`src/rtl/cmp_pkg.sv`:
```
// Shared types for the comparator result tracker: FSM states, result codes and
// the one-hot decode of the comparator outputs.
package cmp_pkg;

  typedef enum logic [1:0] {
    StIdle   = 2'b00,
    StTrack  = 2'b01,
    StLocked = 2'b10,
    StFault  = 2'b11
  } state_e;

  typedef enum logic [1:0] {
    RES_NONE = 2'b00,
    RES_LT   = 2'b01,
    RES_EQ   = 2'b10,
    RES_GT   = 2'b11
  } res_e;

  typedef struct packed {
    logic legal;
    res_e code;
  } decode_t;

  // Anything other than exactly one of lt/eq/gt is illegal and reports RES_NONE.
  function automatic decode_t decode_res(input logic lt, input logic eq, input logic gt);
    decode_t d;
    d.legal = 1'b1;
    unique case ({lt, eq, gt})
      3'b100:  d.code = RES_LT;
      3'b010:  d.code = RES_EQ;
      3'b001:  d.code = RES_GT;
      default: begin
        d.code  = RES_NONE;
        d.legal = 1'b0;
      end
    endcase
    return d;
  endfunction

endpackage

```
`src/rtl/sat_counter.sv`:
```
// Saturating up-counter with synchronous clear; holds at all-ones.
module sat_counter #(
  parameter int unsigned W = 8
) (
  input  logic         clk,
  input  logic         rst_n,
  input  logic         clr,
  input  logic         inc,
  output logic [W-1:0] cnt
);

  logic [W-1:0] cnt_q, cnt_d;

  always_comb begin
    cnt_d = cnt_q;
    if (clr) begin
      cnt_d = '0;
    end else if (inc && (cnt_q != {W{1'b1}})) begin
      cnt_d = cnt_q + 1'b1;
    end
  end

  always_ff @(posedge clk or negedge rst_n) begin
    if (!rst_n) begin
      cnt_q <= '0;
    end else begin
      cnt_q <= cnt_d;
    end
  end

  assign cnt = cnt_q;

endmodule

```
`src/rtl/cmp_result_tracker.sv`:
```
// Registered consumer of lt/eq/gt comparator results: per-outcome saturating
// counts, eq-streak lock detection and a sticky fault on illegal codes.
module cmp_result_tracker
  import cmp_pkg::*;
#(
  parameter int unsigned CNT_W    = 8,
  parameter int unsigned STABLE_N = 4
) (
  input  logic             clk,
  input  logic             rst_n,
  input  logic             clr,
  input  logic             in_valid,
  input  logic             lt,
  input  logic             eq,
  input  logic             gt,
  output logic [CNT_W-1:0] lt_cnt,
  output logic [CNT_W-1:0] eq_cnt,
  output logic [CNT_W-1:0] gt_cnt,
  output logic [1:0]       last_res,
  output logic             match,
  output logic             err,
  output logic [1:0]       state
);

  localparam int unsigned StreakW = $clog2(STABLE_N + 1);
  localparam logic [StreakW-1:0] StreakMax = StreakW'(STABLE_N);

  state_e             state_q, state_d;
  logic [StreakW-1:0] streak_q, streak_d;
  res_e               last_res_q, last_res_d;
  decode_t            dec;
  logic               accept;

  assign dec = decode_res(lt, eq, gt);
  // FAULT freezes everything; only clr or reset releases it.
  assign accept = in_valid && !clr && (state_q != StFault);

  always_comb begin
    state_d    = state_q;
    streak_d   = streak_q;
    last_res_d = last_res_q;
    if (clr) begin
      state_d    = StIdle;
      streak_d   = '0;
      last_res_d = RES_NONE;
    end else if (accept) begin
      if (!dec.legal) begin
        state_d = StFault;
      end else begin
        last_res_d = dec.code;
        if (dec.code == RES_EQ) begin
          streak_d = (streak_q == StreakMax) ? streak_q : streak_q + 1'b1;
          state_d  = (streak_d == StreakMax) ? StLocked : StTrack;
        end else begin
          streak_d = '0;
          state_d  = StTrack;
        end
      end
    end
  end

  always_ff @(posedge clk or negedge rst_n) begin
    if (!rst_n) begin
      state_q    <= StIdle;
      streak_q   <= '0;
      last_res_q <= RES_NONE;
    end else begin
      state_q    <= state_d;
      streak_q   <= streak_d;
      last_res_q <= last_res_d;
    end
  end

  sat_counter #(.W(CNT_W)) u_lt_cnt (
    .clk   (clk),
    .rst_n (rst_n),
    .clr   (clr),
    .inc   (accept && dec.legal && (dec.code == RES_LT)),
    .cnt   (lt_cnt)
  );

  sat_counter #(.W(CNT_W)) u_eq_cnt (
    .clk   (clk),
    .rst_n (rst_n),
    .clr   (clr),
    .inc   (accept && dec.legal && (dec.code == RES_EQ)),
    .cnt   (eq_cnt)
  );

  sat_counter #(.W(CNT_W)) u_gt_cnt (
    .clk   (clk),
    .rst_n (rst_n),
    .clr   (clr),
    .inc   (accept && dec.legal && (dec.code == RES_GT)),
    .cnt   (gt_cnt)
  );

  assign last_res = last_res_q;
  assign state    = state_q;
  assign match    = (state_q == StLocked);
  assign err      = (state_q == StFault);

endmodule
```
`config.mk`:
```
export PLATFORM = sky130hd
export DESIGN_NAME = cmp_result_tracker
export DESIGN_NICKNAME = d
export VERILOG_FILES = /design/src/rtl/cmp_pkg.sv /design/src/rtl/sat_counter.sv /design/src/rtl/cmp_result_tracker.sv
export SDC_FILE = /design/constraint.sdc
export NUM_CORES = 1
export LEC_CHECK = 0
export BUFFER_PORTS_ARGS = -buffer_cell sky130_fd_sc_hd__buf_2
export CAP_MARGIN = 0
export CORE_ASPECT_RATIO = 0.9
export CORE_MARGIN = 2
export CORE_UTILIZATION = 35
export DETAILED_ROUTE_END_ITERATION = 10
export HOLD_SLACK_MARGIN = 0.1
export PLACE_DENSITY = 0.53
export SYNTH_ARGS = -nofsm -noshare
export SYNTH_HDL_FRONTEND = slang
export SYNTH_SLANG_ARGS = --single-unit
```
`constraint.sdc`:
```
create_clock -name clk -period 4.09 [get_ports clk]
set_input_delay 0.6135 -clock clk [delete_from_list [all_inputs] [get_ports clk]]
set_output_delay 0.6135 -clock clk [all_outputs]
set_load 0.02 [all_outputs]
```
==> impl_results.md <==
- Outcome: finished clean
- Leak Pwr: 0.920 nW
- Setup ws final: 1.74 ns
- Antenna Cells: 0
- IO Pins: 37
- Post-synth ARST share: 1.00
- Initial Util: 0.366
- CTS tree: done
- WS Path Type: input pin to flop
- DR iter-0 viols: 83
- Routability Congestion: 0.753
- Post-Syn Nets: 201
- Clk_skew: 0.00728 ns
- Post-CTS Hold Fix Bufs: 0
- Total grt overflow: 0
- DIE AREA: 5700 um2
- Port Buffers: 36
- Hold Crit Class: input pin to async pin
- Area delta synth->final: 15.7%
- DP Area: 1980 um2
- Final HPWL DP: 2830 um
- Routed WL: 4100 um
- Tot GR Track Use: 0.156
- Area of the multi-input gates: 913 um2
- Least-Margin Pin Slew: 1.01 ns
- Largest fanout on the critical path: 14
- Ys Warns: 0
- H-Tree Depth: 2
- PostCTS Resize Cnt: 0
- Num CTS Buffers: 5
- First-pass GRT wire length: 6870 um
- Largest net degree at the start of global routing: 32
- Startpoint Class: input pin
- CTS Buffer Depth: 2
- Vias in the first global route: 1338
- Crit share post-route: 0.574
- Area share of the largest cell type after synthesis: 0.433
- Initial antenna violation count: 0
- DIE WIDTH: 79.4 um
- Antenna viol nets, final: 0
- Slew Limit Fails: 0
- Synthesized area per cell: 9.47 um2
- Syn Inst Count: 189
- Leading area contributor after synthesis: dfrtp_1
- # nets final: 236
- Post-synthesis sequential area ratio: 0.433
- Area contributors post-synth: dfrtp_1 (43%), a21oi_1 (5.0%), ha_1 (3.5%), o31ai_1 (2.9%), o21ai_0 (2.8%)
- Arr. time, crit path: 2.55 ns
- Synth Register Bits: 31
- Post-route DRC: 0
- Pre-CTS setup slack: 1.46 ns
- Ys flop type: dfrtp_1
- Final setup TNS: 0 ns
- RSZ-0062 raised after global routing: false
- Clk sinks: 31
- Core area: 4890 um2
- Die extent in y: 71.9 um
- Most frequent cell after synthesis: dfrtp_1
- Fin. Hold Viols: 0
- Postcts setup bufs: 0
- Crit end category: flop
- Drt wl/cell: 14.2 um
- Max-cap violation count: 0
- Vias post-DR: 1564
- Fmax: 426 MHz
- Share of cells above drive strength 1: 0.232
- Synthesized cell area: 1790 um2
- CTS root buf: clkbuf_8
- Worst path required time: 4.29 ns
- Cell area power density: 293 nW/um2
- Synth unique cells: 46
- Via/cell ratio: 5.41
- Max VDD drop: 0.000189 V
- Fill cell count: 484
- Design area: 2070 um2
- Clock-pin slew on the worst setup and hold paths: 0.06 ns
- Tmin final: 2.35 ns
- Relative slew margins: 0.324
- Number of synthesized flops with an enable pin: 0
- Clk_lat worst skew: 0.28 ns
- First drt pass iteration count: 4
- Rows: 24
- Commonest cells in the synthesized netlist: dfrtp_1 (31), a21oi_1 (18), nand2_1 (11), o21ai_0 (10)
- Final setup viols: 0
- Sequential cell area: 776 um2
-- logic make-up (layout without fill, tap and decap cells) --
family | Yosys count | in the layout | share of synthesized area
AOI/OAI and AO/OA | 58 | 58 | 0.215
xor gates and xnor gates | 2 | 2 | 0.00979
adders and majority gates | 5 | 5 | 0.0349
buffers and inverters | 17 | 52 | 0.0566
DFF | 31 | 31 | 0.433
muxes | 5 | 5 | 0.0293
and+or+nand+nor | 71 | 71 | 0.221
-- power by group --
group,internal [W],switching [W]
clock,0.000132,0.000111
combinational,0.0000155,0.0000342
sequential,0.000310,0.00000376
-- flip-flops by register name, summed over array words and instances (netlist names) --
signal and flops:
u_gt_cnt.cnt 8, last_res 2, streak_q 3, u_eq_cnt.cnt 8
u_lt_cnt.cnt 8, state 2
-- cells in the final DEF, fill, tap and decap left out, types with 2 or more instances in the layout --
cell type / count
nor2_1: 9
xor2_1: 2
or3_1: 6
mux2_2: 2
buf_2: 36
ha_1: 5
o31ai_1: 7
nor3b_1: 2
o41ai_1: 4
o21ai_0: 10
inv_1: 9
or3b_1: 2
nand2_1: 11
or2_2: 2
nor2b_1: 4
dfrtp_1: 31
mux2i_1: 3
o311ai_0: 4
clkbuf_8: 6
a21oi_1: 18
or4_1: 6
nand4_1: 3
nor3_1: 8
a211oi_1: 2
nor4_1: 3
and2_1: 3
nand3_1: 9
-- metal layers --
metal	wire, um	vias to the layer above	global-route usage	share of wire
met5	0	-	0	0
met3	251	6	0.0554	0.061
li1	-	793	-	-
met4	43	0	0.0402	0.010
met2	1640	39	0.204	0.40
met1	2170	726	0.240	0.53
-- stage by stage --
stage          std cells  hold WS [ns]   util  total power (W)
6_report             289         0.387  0.423         0.000607
5_1_grt              289         0.434  0.423         0.000640
4_1_cts              289         0.412  0.423         0.000619
3_5_place_dp         282         0.514  0.405         0.000370
3_3_place_gp         282         0.521  0.405         0.000370
2_1_floorplan        189         0.318      -         0.000353
-- critical path, stage by stage --
cell and delay, ns:
buf_2 0.10, a21boi_1 0.41, o2111ai_1 0.60, or4_1 0.67
a21oi_1 0.15
-- path summary, 6_finish.rpt --
| kind | from | end | slack, ns | depth (start not counted) |
|---|---|---|---|---|
| worst max-delay path | in_valid | u_gt_cnt.cnt[5] | 1.74 | 5 |
| worst min-delay path | rst_n | u_lt_cnt.cnt[0] | 0.39 | 1 |
| worst max register to register | state[0] | u_gt_cnt.cnt[5] | 1.76 | 4 |
| worst min register to register | u_gt_cnt.cnt[6] | u_gt_cnt.cnt[6] | 0.53 | 1 |
| max in group asynchronous | rst_n | u_gt_cnt.cnt[0] | 3.24 | 1 |
| min in group clk | u_gt_cnt.cnt[6] | u_gt_cnt.cnt[6] | 0.53 | 1 |
-- area by class of cell --
type                    count  share of cell area
multi-input cells         141               0.441
flip-flops and latches     31               0.374
repair buffers             36              0.0870
clock buffers               6              0.0399
well taps                  65              0.0393
inverters                   9              0.0163
clock inverters             1             0.00242
Power figures use the tool's default switching activity.
